<file path="config.mk">
export PLATFORM = sky130hd
export DESIGN_NAME = trap_ctrl_flat
export DESIGN_NICKNAME = d
export VERILOG_FILES = /design/src/rtl/trap_pkg.sv /design/src/rtl/trap_ctrl_if.sv /design/src/rtl/trap_csr_file.sv /design/src/rtl/trap_ctrl.sv /design/src/flat_wrapper.sv
export SDC_FILE = /design/constraint.sdc
export NUM_CORES = 1
export LEC_CHECK = 0
export CORE_MARGIN = 2
export CORE_UTILIZATION = 35
export CTS_CLUSTER_DIAMETER = 30
export DETAILED_ROUTE_END_ITERATION = 10
export HOLD_SLACK_MARGIN = 0.02
export PLACE_DENSITY_LB_ADDON = 0.3
export SLEW_MARGIN = 20
export SYNTH_ARGS = -nofsm -noshare
export SYNTH_HDL_FRONTEND = slang
export SYNTH_HIERARCHICAL = 1
export SYNTH_SLANG_ARGS = --single-unit
</file>
<file path="constraint.sdc">
create_clock -name clk -period 7.4 [get_ports clk]
set_input_delay 1.48 -clock clk [delete_from_list [all_inputs] [get_ports clk]]
set_output_delay 1.48 -clock clk [all_outputs]
set_load 0.05 [all_outputs]
</file>
<file path="src/rtl/trap_pkg.sv">
// Shared definitions for the machine-mode trap controller: CSR map, cause codes,
// CSR write modes, FSM states and the read-modify-write helper.
package trap_pkg;

    localparam logic [11:0] CSR_MSTATUS  = 12'h300;
    localparam logic [11:0] CSR_MIE      = 12'h304;
    localparam logic [11:0] CSR_MTVEC    = 12'h305;
    localparam logic [11:0] CSR_MSCRATCH = 12'h340;
    localparam logic [11:0] CSR_MEPC     = 12'h341;
    localparam logic [11:0] CSR_MCAUSE   = 12'h342;
    localparam logic [11:0] CSR_MTVAL    = 12'h343;
    localparam logic [11:0] CSR_MIP      = 12'h344;

    localparam logic [4:0] CAUSE_ILLEGAL     = 5'd2;
    localparam logic [4:0] CAUSE_LOAD_FAULT  = 5'd5;
    localparam logic [4:0] CAUSE_STORE_FAULT = 5'd7;
    localparam logic [4:0] CAUSE_ECALL_M     = 5'd11;
    localparam logic [4:0] CAUSE_IRQ_BASE    = 5'd16;

    typedef enum logic [1:0] {
        WSC_NONE  = 2'b00,
        WSC_WRITE = 2'b01,
        WSC_SET   = 2'b10,
        WSC_CLEAR = 2'b11
    } wsc_mode_e;

    typedef enum logic {
        ST_IDLE  = 1'b0,
        ST_REDIR = 1'b1
    } trap_state_e;

    function automatic logic [31:0] csr_apply(input wsc_mode_e mode,
                                              input logic [31:0] old_val,
                                              input logic [31:0] d);
        case (mode)
            WSC_WRITE: csr_apply = d;
            WSC_SET:   csr_apply = old_val | d;
            WSC_CLEAR: csr_apply = old_val & ~d;
            default:   csr_apply = old_val;
        endcase
    endfunction

endpackage

</file>
<file path="src/rtl/trap_ctrl_if.sv">
// CSR access bus between the MEM stage (master) and the trap controller (slave).
interface trap_ctrl_if #(
    parameter int XLEN = 32
);
    logic            csr_rw_in;
    logic [1:0]      csr_wsc_mode_in;
    logic            csr_w_imm_mux;
    logic [11:0]     csr_rw_addr_in;
    logic [XLEN-1:0] csr_w_data_reg;
    logic [4:0]      csr_w_data_imm;
    logic [XLEN-1:0] csr_r_data_out;

    modport master (
        output csr_rw_in, csr_wsc_mode_in, csr_w_imm_mux, csr_rw_addr_in,
               csr_w_data_reg, csr_w_data_imm,
        input  csr_r_data_out
    );

    modport slave (
        input  csr_rw_in, csr_wsc_mode_in, csr_w_imm_mux, csr_rw_addr_in,
               csr_w_data_reg, csr_w_data_imm,
        output csr_r_data_out
    );
endinterface

</file>
<file path="src/rtl/trap_csr_file.sv">
// Machine-mode CSR storage with combinational read mux, write/set/clear update
// and trap/mret side effects on mstatus, mepc, mcause and mtval.
module trap_csr_file
    import trap_pkg::*;
#(
    parameter int              XLEN      = 32,
    parameter int              NUM_IRQ   = 4,
    parameter logic [XLEN-1:0] MTVEC_RST = '0
) (
    input  logic               clk,
    input  logic               rst,
    input  logic               csr_we,
    input  wsc_mode_e          csr_mode,
    input  logic [11:0]        csr_addr,
    input  logic [XLEN-1:0]    csr_wdata,
    output logic [XLEN-1:0]    csr_rdata,
    input  logic               trap_take,
    input  logic [XLEN-1:0]    trap_cause,
    input  logic [XLEN-1:0]    trap_epc,
    input  logic [XLEN-1:0]    trap_tval,
    input  logic               mret_take,
    input  logic [NUM_IRQ-1:0] mip_irq,
    output logic               mstatus_mie,
    output logic [NUM_IRQ-1:0] mie_irq,
    output logic [XLEN-1:0]    mtvec,
    output logic [XLEN-1:0]    mepc
);

    localparam logic [XLEN-1:0] ALIGN_MASK = {{(XLEN-2){1'b1}}, 2'b00};

    logic               mie_q, mpie_q;
    logic [NUM_IRQ-1:0] mie_en_q;
    logic [XLEN-1:0]    mtvec_q, mscratch_q, mepc_q, mcause_q, mtval_q;
    logic [XLEN-1:0]    mstatus_rd, mie_rd, mip_rd, new_val;

    always_comb begin
        mstatus_rd        = '0;
        mstatus_rd[12:11] = 2'b11;
        mstatus_rd[7]     = mpie_q;
        mstatus_rd[3]     = mie_q;
        mie_rd            = '0;
        mie_rd[16 +: NUM_IRQ] = mie_en_q;
        mip_rd            = '0;
        mip_rd[16 +: NUM_IRQ] = mip_irq;
        case (csr_addr)
            CSR_MSTATUS:  csr_rdata = mstatus_rd;
            CSR_MIE:      csr_rdata = mie_rd;
            CSR_MTVEC:    csr_rdata = mtvec_q;
            CSR_MSCRATCH: csr_rdata = mscratch_q;
            CSR_MEPC:     csr_rdata = mepc_q;
            CSR_MCAUSE:   csr_rdata = mcause_q;
            CSR_MTVAL:    csr_rdata = mtval_q;
            CSR_MIP:      csr_rdata = mip_rd;
            default:      csr_rdata = '0;
        endcase
        new_val = csr_apply(csr_mode, csr_rdata, csr_wdata);
    end

    // Trap entry outranks mret, which outranks an ordinary CSR instruction.
    always_ff @(posedge clk) begin
        if (!rst) begin
            mie_q      <= 1'b0;
            mpie_q     <= 1'b0;
            mie_en_q   <= '0;
            mtvec_q    <= MTVEC_RST;
            mscratch_q <= '0;
            mepc_q     <= '0;
            mcause_q   <= '0;
            mtval_q    <= '0;
        end else if (trap_take) begin
            mepc_q   <= trap_epc & ALIGN_MASK;
            mcause_q <= trap_cause;
            mtval_q  <= trap_tval;
            mpie_q   <= mie_q;
            mie_q    <= 1'b0;
        end else if (mret_take) begin
            mie_q  <= mpie_q;
            mpie_q <= 1'b1;
        end else if (csr_we) begin
            case (csr_addr)
                CSR_MSTATUS: begin
                    mie_q  <= new_val[3];
                    mpie_q <= new_val[7];
                end
                CSR_MIE:      mie_en_q   <= new_val[16 +: NUM_IRQ];
                // Reserved modes 2/3 leave the previous mode in place.
                CSR_MTVEC:    mtvec_q    <= new_val[1] ? {new_val[XLEN-1:2], mtvec_q[1:0]} : new_val;
                CSR_MSCRATCH: mscratch_q <= new_val;
                CSR_MEPC:     mepc_q     <= new_val & ALIGN_MASK;
                CSR_MCAUSE:   mcause_q   <= new_val;
                CSR_MTVAL:    mtval_q    <= new_val;
                default:      ;
            endcase
        end
    end

    assign mstatus_mie = mie_q;
    assign mie_irq     = mie_en_q;
    assign mtvec       = mtvec_q;
    assign mepc        = mepc_q;

endmodule

</file>
<file path="src/rtl/trap_ctrl.sv">
// Machine-mode trap controller: interrupt synchroniser, exception/interrupt
// priority, pipeline flush/cancel and a one-cycle registered PC redirect.
module trap_ctrl
    import trap_pkg::*;
#(
    parameter int              XLEN      = 32,
    parameter int              NUM_IRQ   = 4,
    parameter logic [XLEN-1:0] MTVEC_RST = 32'h0
) (
    input  logic               clk,
    input  logic               rst,
    trap_ctrl_if.slave         csr,
    input  logic               mem_valid,
    input  logic [NUM_IRQ-1:0] irq_in,
    input  logic               illegal_inst,
    input  logic               l_access_fault,
    input  logic               s_access_fault,
    input  logic               ecall_m,
    input  logic               mret,
    input  logic [XLEN-1:0]    einst,
    input  logic [XLEN-1:0]    eaddr,
    input  logic [XLEN-1:0]    epc_cur,
    output logic [XLEN-1:0]    PC_redirect,
    output logic               redirect_mux,
    output logic               reg_FD_flush,
    output logic               reg_DE_flush,
    output logic               reg_EM_flush,
    output logic               reg_MW_flush,
    output logic               RegWrite_cancel,
    output logic               MemWrite_cancel,
    output logic               irq_taken,
    output logic [3:0]         irq_id
);

    logic [NUM_IRQ-1:0] irq_p0, irq_p1, irq_active, mie_irq;
    trap_state_e        state_q, state_d;
    logic               idle, irq_take, exc_take, trap_take, mret_take, mstatus_mie, csr_we;
    logic [3:0]         irq_idx;
    logic [4:0]         code;
    logic [XLEN-1:0]    trap_cause, trap_tval, trap_target, next_target;
    logic [XLEN-1:0]    mtvec, mepc, mtvec_base, csr_wdata;
    logic [XLEN-1:0]    target_p1;
    logic               irq_taken_p1;
    logic [3:0]         irq_id_p1;

    // Stage p0/p1: two-flop synchroniser for the asynchronous interrupt lines
    always_ff @(posedge clk) begin
        if (!rst) begin
            irq_p0 <= '0;
            irq_p1 <= '0;
        end else begin
            irq_p0 <= irq_in;
            irq_p1 <= irq_p0;
        end
    end

    assign idle       = (state_q == ST_IDLE);
    assign irq_active = irq_p1 & mie_irq;
    assign irq_take   = idle & mem_valid & mstatus_mie & (|irq_active);
    assign exc_take   = idle & mem_valid & (illegal_inst | l_access_fault | s_access_fault | ecall_m);
    assign trap_take  = irq_take | exc_take;
    assign mret_take  = idle & mem_valid & mret & ~trap_take;
    assign mtvec_base = {mtvec[XLEN-1:2], 2'b00};

    always_comb begin
        irq_idx = '0;
        for (int i = NUM_IRQ - 1; i >= 0; i--) begin
            if (irq_active[i]) irq_idx = 4'(i);
        end
        code      = '0;
        trap_tval = '0;
        if (irq_take) begin
            code = CAUSE_IRQ_BASE + 5'(irq_idx);
        end else if (illegal_inst) begin
            code      = CAUSE_ILLEGAL;
            trap_tval = einst;
        end else if (ecall_m) begin
            code = CAUSE_ECALL_M;
        end else if (s_access_fault) begin
            code      = CAUSE_STORE_FAULT;
            trap_tval = eaddr;
        end else if (l_access_fault) begin
            code      = CAUSE_LOAD_FAULT;
            trap_tval = eaddr;
        end
        trap_cause            = '0;
        trap_cause[XLEN-1]    = irq_take;
        trap_cause[4:0]       = code;
        trap_target = (irq_take && mtvec[1:0] == 2'b01) ? mtvec_base + XLEN'({code, 2'b00})
                                                        : mtvec_base;
        next_target = trap_take ? trap_target : mepc;
    end

    assign csr_we    = csr.csr_rw_in & (csr.csr_wsc_mode_in != WSC_NONE) & ~trap_take;
    assign csr_wdata = csr.csr_w_imm_mux ? XLEN'(csr.csr_w_data_imm) : csr.csr_w_data_reg;

    trap_csr_file #(
        .XLEN      (XLEN),
        .NUM_IRQ   (NUM_IRQ),
        .MTVEC_RST (MTVEC_RST)
    ) u_csr (
        .clk         (clk),
        .rst         (rst),
        .csr_we      (csr_we),
        .csr_mode    (wsc_mode_e'(csr.csr_wsc_mode_in)),
        .csr_addr    (csr.csr_rw_addr_in),
        .csr_wdata   (csr_wdata),
        .csr_rdata   (csr.csr_r_data_out),
        .trap_take   (trap_take),
        .trap_cause  (trap_cause),
        .trap_epc    (epc_cur),
        .trap_tval   (trap_tval),
        .mret_take   (mret_take),
        .mip_irq     (irq_p1),
        .mstatus_mie (mstatus_mie),
        .mie_irq     (mie_irq),
        .mtvec       (mtvec),
        .mepc        (mepc)
    );

    always_comb begin
        state_d         = state_q;
        reg_FD_flush    = 1'b0;
        reg_DE_flush    = 1'b0;
        reg_EM_flush    = 1'b0;
        reg_MW_flush    = 1'b0;
        RegWrite_cancel = 1'b0;
        MemWrite_cancel = 1'b0;
        case (state_q)
            ST_IDLE: begin
                if (trap_take || mret_take) state_d = ST_REDIR;
                reg_FD_flush    = trap_take | mret_take;
                reg_DE_flush    = trap_take | mret_take;
                reg_EM_flush    = trap_take | mret_take;
                reg_MW_flush    = trap_take;
                RegWrite_cancel = trap_take;
                MemWrite_cancel = trap_take;
            end
            ST_REDIR: begin
                state_d      = ST_IDLE;
                reg_FD_flush = 1'b1;
            end
            default: state_d = ST_IDLE;
        endcase
    end

    // Stage p1: registered redirect target and interrupt acknowledge
    always_ff @(posedge clk) begin
        if (!rst) begin
            state_q      <= ST_IDLE;
            target_p1    <= '0;
            irq_taken_p1 <= 1'b0;
            irq_id_p1    <= '0;
        end else begin
            state_q      <= state_d;
            target_p1    <= (trap_take | mret_take) ? next_target : '0;
            irq_taken_p1 <= irq_take;
            irq_id_p1    <= irq_take ? irq_idx : 4'd0;
        end
    end

    assign redirect_mux = (state_q == ST_REDIR);
    assign PC_redirect  = target_p1;
    assign irq_taken    = irq_taken_p1;
    assign irq_id       = irq_id_p1;

endmodule
</file>
<file path="src/flat_wrapper.sv">
// flat-port wrapper written by rule: the top's interface ports become plain ports
module trap_ctrl_flat import trap_pkg::*;
#(
    parameter int              XLEN      = 32,
    parameter int              NUM_IRQ   = 4,
    parameter logic [XLEN-1:0] MTVEC_RST = 32'h0
)
  (clk, rst, mem_valid, irq_in, illegal_inst, l_access_fault, s_access_fault, ecall_m, mret, einst, eaddr, epc_cur, PC_redirect, redirect_mux, reg_FD_flush, reg_DE_flush, reg_EM_flush, reg_MW_flush, RegWrite_cancel, MemWrite_cancel, irq_taken, irq_id, csr_csr_rw_in, csr_csr_wsc_mode_in, csr_csr_w_imm_mux, csr_csr_rw_addr_in, csr_csr_w_data_reg, csr_csr_w_data_imm, csr_csr_r_data_out);
  trap_ctrl_if #(.XLEN(XLEN)) csr_i ();
  input  logic clk;
  input  logic rst;
  input  logic mem_valid;
  input  logic [NUM_IRQ-1:0] irq_in;
  input  logic illegal_inst;
  input  logic l_access_fault;
  input  logic s_access_fault;
  input  logic ecall_m;
  input  logic mret;
  input  logic [XLEN-1:0] einst;
  input  logic [XLEN-1:0] eaddr;
  input  logic [XLEN-1:0] epc_cur;
  output logic [XLEN-1:0] PC_redirect;
  output logic redirect_mux;
  output logic reg_FD_flush;
  output logic reg_DE_flush;
  output logic reg_EM_flush;
  output logic reg_MW_flush;
  output logic RegWrite_cancel;
  output logic MemWrite_cancel;
  output logic irq_taken;
  output logic [3:0] irq_id;
  input wire logic [$bits(csr_i.csr_rw_in)-1:0] csr_csr_rw_in;
  input wire logic [$bits(csr_i.csr_wsc_mode_in)-1:0] csr_csr_wsc_mode_in;
  input wire logic [$bits(csr_i.csr_w_imm_mux)-1:0] csr_csr_w_imm_mux;
  input wire logic [$bits(csr_i.csr_rw_addr_in)-1:0] csr_csr_rw_addr_in;
  input wire logic [$bits(csr_i.csr_w_data_reg)-1:0] csr_csr_w_data_reg;
  input wire logic [$bits(csr_i.csr_w_data_imm)-1:0] csr_csr_w_data_imm;
  output wire logic [$bits(csr_i.csr_r_data_out)-1:0] csr_csr_r_data_out;
  assign csr_i.csr_rw_in = csr_csr_rw_in;
  assign csr_i.csr_wsc_mode_in = csr_csr_wsc_mode_in;
  assign csr_i.csr_w_imm_mux = csr_csr_w_imm_mux;
  assign csr_i.csr_rw_addr_in = csr_csr_rw_addr_in;
  assign csr_i.csr_w_data_reg = csr_csr_w_data_reg;
  assign csr_i.csr_w_data_imm = csr_csr_w_data_imm;
  assign csr_csr_r_data_out = csr_i.csr_r_data_out;
  trap_ctrl #(.XLEN(XLEN), .NUM_IRQ(NUM_IRQ), .MTVEC_RST(MTVEC_RST)) u_core (.clk(clk), .rst(rst), .csr(csr_i), .mem_valid(mem_valid), .irq_in(irq_in), .illegal_inst(illegal_inst), .l_access_fault(l_access_fault), .s_access_fault(s_access_fault), .ecall_m(ecall_m), .mret(mret), .einst(einst), .eaddr(eaddr), .epc_cur(epc_cur), .PC_redirect(PC_redirect), .redirect_mux(redirect_mux), .reg_FD_flush(reg_FD_flush), .reg_DE_flush(reg_DE_flush), .reg_EM_flush(reg_EM_flush), .reg_MW_flush(reg_MW_flush), .RegWrite_cancel(RegWrite_cancel), .MemWrite_cancel(MemWrite_cancel), .irq_taken(irq_taken), .irq_id(irq_id));
endmodule
</file>
After elaboration in Yosys (flattened, before gate mapping)
Cells that the tools add are included. W data, S select, Z words.

Bitwise logic cells: 22. Add/sub/neg operators: 2. Equal/unequal tests: 12. Mux-type cells: 43. Reductions and logical operators: 26.

Operator list (number): $mux W32 (20); $pmux W32 S8 (1); $eq A12 B10 Y1 const B (8); $pmux W32 S3 (1); $add A32 B7 Y32 (1); $and A32 B32 Y32 (1); $not A32 Y32 (1); $or A32 B32 Y32 (1); $mux W5 (4); $reduce_and A4 Y1 (4); $reduce_bool A2 Y1 (7); $reduce_and A3 Y1 (4); $mux W1 (10); $and A1 B1 Y1 (8); $mux W2 (4); $reduce_and A2 Y1 (4); $reduce_bool A3 Y1 (2); $add A5 B2 Y5 const A (1); $not A1 Y1 (5); $or A1 B1 Y1 (5); $reduce_and A5 Y1 (1); $and A4 B4 Y4 (1); $eq A2 B2 Y1 const B (2); $pmux W1 S2 (2); other kinds (7) (7).

Logic and storage cells: 122. Input port bits: 161. Bits in registers: 209.

Logic depth before layout (Yosys ltp)
Depth in word-level cells: 10. Mapped depth: 14.

Modules after synthesis
Netlist, hierarchy kept.

By module, submodules not included: trap_csr_file (seq. area each 3263.1 um2, area an instance 9367.7 um2, cells an instance 1146, instances 1); trap_ctrl (seq. area each 880.8 um2, area an instance 3006.6 um2, cells an instance 352, instances 1).

Least setup slack after synthesis
No wires, ideal clock.

Path kind: input to output. From: in csr_csr_rw_addr_in[0]. To: out csr_csr_r_data_out[0]. Path slack: 2.397 ns. Cell stages on the path: 6. Data required time: 5.920 ns. Arrival: 3.523 ns. Cell sequence: buf_2 > buf_2 > buf_2 > nor3b_1 > a32oi_1 > o21ai_0.

Cells in the longest elaborated chain, start to end: 2.

Ends and longest elaborated chain: start: declaration (RTL line flat_wrapper.sv:35) `input wire logic [$bits(csr_i.csr_rw_addr_in)-1:0] csr_csr_rw_addr_in;`; $eq A12 B10 Y1 (RTL line trap_csr_file.sv:45) `case (csr_addr)`; $pmux W32 S8 (*) (RTL line trap_csr_file.sv:45); end: declaration (RTL line flat_wrapper.sv:38) `output wire logic [$bits(csr_i.csr_r_data_out)-1:0] csr_csr_r_data_out;`.

Every way passes the cells marked *; elsewhere a longest branch is shown, timed or not.

Worst setup path after layout
From: in csr_csr_rw_addr_in[10]. To: out csr_csr_r_data_out[18].

Same word-level chain as after synthesis.

==> key figures <==
Floorplanning
  • Initial core utilization: 0.356
  • Die X: 192 um
  • Die ar.: approximately 37000 sq um
  • Cell row count: 68
  • I/O pin cnt: 237
  • Die height: 192 um
  • Core footprint: 34700 sq um

Finish
  • Final std cell area, no fill: between 15000 and 20000 sq um
  • Final nets: about 1.9k
  • Layout cells sized above 1: 0.110
  • Fin util: 0.475
  • FILL cells: 3333
  • Area grow syn2layout: 33.3%
  • Layout Cells excl Fill: 2180

Placed design
  • Post-DP HPWL: about 34000 um
  • Placed cell count: 2090
  • Placed Area: 14900 sq um
  • Gp weighted congestion: 0.922
  • Port Buffer Count: 232

Global routing
  • M3 GR Usage: 0.0597
  • Initial antenna violation count: 3
  • Total GRT Usage: 0.253
  • Vias in the first global route: 12.0k
  • Largest net degree at the start of global routing: 113
  • GR Util met1: 0.361
  • Global Route met2 Usage: 0.375
  • Remaining global-route overflow: 0
  • Busiest grt layer: met2
  • First-pass GRT wire length: a little over 70000 um

Routing
  • WL final: 48100 um
  • Post-route ant nets: 0
  • Pre-antenna DRT Iters: 6
  • DRT iter0 DRCs: around 1.4k
  • Avg WL per Cell: ~22 um
  • Via count: 13.0k
  • DRC: 0
  • Via-per-instance ratio: 5.97

Critical path
  • Arr. time, crit path: 4.63 ns
  • Crit Path Max Fanout: 19
  • Crit. End Element: output pin
  • Startpoint types: primary input
  • Critical path class: in2out
  • Req. time, crit path: roughly 5.9 ns

Pwr
  • Internal: roughly 2.8 mW
  • Leakage: 5.64 nW
  • Power Density: between 200 and 250 nW/um^2
  • Combinational Power Share: 0.121
  • Clock share of power: 0.563
  • Reg power frac: 0.316
  • Power consumption: 3.73 mW
  • VDD IR max: 0.000153 V
  • Switching power: roughly 970 uW
  • Switching part of the total: 0.261

Clock network
  • CTS sink cnt: 207
  • H-tree levels: 2
  • Insertion delay to the later sink of the worst-skew pair: 0.55 ns
  • Clk buf depth: 3
  • CTS root buffer: clkbuf_16
  • CTS resizes: 0
  • Cts hold-fix bufs: 0
  • Inserted Clock Buffers: 49
  • Worst-path clk slew: 0.04 ns
  • CTS tree: yes
  • Post-CTS setup buffer count: 0

Hold path
  • Type of the most critical hold path: reg2reg

Yosys
  • Warnings from Yosys: 6
  • Synthesized flop and latch total: 207
  • Post-synthesis cell area: 12400 sq um
  • Mapped Cells: between 1k and 1.5k
  • Commonest register cell after synthesis: dfxtp_1
  • Post-synth cell types: 88
  • Synth async-reset ratio: 0
  • Post-synthesis sequential area ratio: 0.335
  • Mean Syn Cell Area: 8.26 sq um
  • Post-synth EDFFs: 0

Timing
  • Rel. slew slack: 0.194
  • Pins Over Slew Limit: 0
  • Setup TNS: 0 ns
  • Tightest Pin Transition: 1.21 ns
  • Setup Viol. Count Final: 0
  • RSZ-0062 raised after global routing: false
  • Min cycle time layout: approximately 6.1 ns
  • Layout Skew: 0.0109 ns
  • Hold Fails Final Rpt: 0
  • Fmax: 164 MHz
  • Tcrit/Tclk final: 0.825

Outcome
  • Status: complete, no violations

Job
  • Max Cap Viol: 0
through the flow:
step | hold WS (ns) | setup WS, ns
final | 0.427 | 1.29
after global routing | 0.444 | 1.18
after CTS | 0.431 | 1.35
after detailed placement | 0.421 | 1.36
after global placement | 0.421 | 1.37
after floorplan | 0.412 | 2.40
placed cells by master, fill, tap and decap left out, types with 14 or more instances in the layout:
| cell type | Yosys | layout |
|---|---|---|
| o21a_1 | 17 | 17 |
| and3b_1 | 15 | 15 |
| a22oi_1 | 19 | 19 |
| nand3_1 | 74 | 74 |
| nand3b_1 | 36 | 36 |
| nor2_1 | 60 | 60 |
| mux2_2 | 34 | 34 |
| nor3_1 | 20 | 19 |
| a32o_1 | 18 | 18 |
| nand2_1 | 100 | 100 |
| a21oi_1 | 135 | 135 |
| clkdlybuf4s50_1 | 0 | 227 |
| conb_1 | 2 | 31 |
| clkbuf_16 | 0 | 50 |
| and3_1 | 14 | 14 |
| o22ai_1 | 34 | 34 |
| nor2b_1 | 37 | 36 |
| o21ai_1 | 15 | 15 |
| o211ai_1 | 83 | 83 |
| a22o_1 | 40 | 40 |
| o21ai_0 | 81 | 81 |
| dfxtp_1 | 207 | 207 |
| xor2_1 | 22 | 22 |
| and2_1 | 28 | 28 |
| nand4_1 | 58 | 58 |
| buf_4 | 15 | 22 |
| a211oi_1 | 18 | 18 |
| xnor2_1 | 33 | 33 |
per-layer routing:
metal	wire, um	up-vias
li1	-	6027
met1	21500	6191
met2	20600	705
met3	4740	95
met4	1220	2
met5	15	-
synth_stat cells, types with 5 or more instances:
cell type,n,share of area
and3_1,14,0.0071
and2_1,28,0.014
nor2b_1,37,0.019
inv_1,8,0.0024
ha_1,5,0.0051
o22ai_1,34,0.017
o31a_1,5,0.0035
o21ai_2,7,0.0050
buf_4,15,0.0091
nor2_1,60,0.018
nor3b_1,5,0.0030
a32oi_1,5,0.0035
o21a_1,17,0.010
a22o_1,40,0.028
clkbuf_1,87,0.026
nand4_1,58,0.029
o21ai_1,15,0.0061
a21oi_1,135,0.055
xor2_1,22,0.016
buf_2,36,0.015
mux2i_1,12,0.0097
nand3_1,74,0.030
nand3b_1,36,0.022
o211ai_1,83,0.050
dfxtp_1,207,0.33
a41oi_1,13,0.0092
a221oi_1,5,0.0035
nand2_1,100,0.030
and3b_1,15,0.011
xnor2_1,33,0.023
a211oi_1,18,0.011
a22oi_1,19,0.012
nor3_1,20,0.0081
a32o_1,18,0.015
mux2_2,34,0.031
buf_1,5,0.0015
o21ai_0,81,0.033
critical path, cell delays in order:
cell	delay [ns]
clkdlybuf4s50_1	0.41
and4bb_1	0.56
nand3_2	0.56
or3_1	0.65
nand2_1	0.13
clkdlybuf4s50_1	0.82
flip-flops by register name, indices dropped and copies added (netlist names):
| signal | count |
|---|---|
| u_core/irq_id | 2 |
| u_core/u_csr/mscratch_q | 32 |
| u_core/irq_p0 | 4 |
| u_core/irq_p1 | 4 |
| u_core/PC_redirect | 32 |
| u_core/redirect_mux | 1 |
| u_core/u_csr/mtval_q | 32 |
| u_core/u_csr/mepc | 30 |
| u_core/u_csr/mtvec | 31 |
| u_core/u_csr/mpie_q | 1 |
| u_core/u_csr/mstatus_mie | 1 |
| u_core/u_csr/mcause_q | 32 |
| u_core/u_csr/mie_irq | 4 |
| u_core/irq_taken | 1 |
final cells by class:
cell class	count	area [sq um]	area share
multi-input cells	1161	7630	0.462
flip-flops and latches	207	4140	0.251
repair buffers	254	2480	0.150
clock buffers	58	1290	0.0783
well taps	455	569	0.0345
clock inverters	30	329	0.0200
inverters	13	51.3	0.00311
diodes	2	5.00	0.000303
power by group through the flow:
| stage | logic, mW | clock network [mW] | registers, mW |
|---|---|---|---|
| after detailed placement | 0.440 | 0 | 1.20 |
| after global routing | 0.479 | 2.18 | 1.18 |
| after floorplan | 0.251 | 0 | 1.20 |
| final | 0.450 | 2.10 | 1.18 |
| after global placement | 0.437 | 0 | 1.20 |
| after CTS | 0.443 | 2.11 | 1.18 |
path summary, 6_finish.rpt:
check,startpoint,endpoint,slack [ns],depth (start not counted)
worst max-delay path,csr_csr_rw_addr_in[10],csr_csr_r_data_out[18],1.29,6
worst min-delay path,u_core/irq_p0[3],u_core/irq_p1[3],0.43,1
worst max register to register,u_core/irq_p1[3],u_core/u_csr/mepc[30],3.11,10
worst min register to register,u_core/irq_p0[3],u_core/irq_p1[3],0.43,1
kinds of logic after synthesis:
| family | synth area share |
|---|---|
| flops | 0.335 |
| compound gates | 0.287 |
| simple gates | 0.233 |
| buf+inv | 0.0582 |
| other cells | 0.000607 |
| mux | 0.0406 |
| xor+xnor | 0.0389 |
| fa+ha+maj | 0.00667 |
Note: power is estimated with default switching activity, not from simulation.
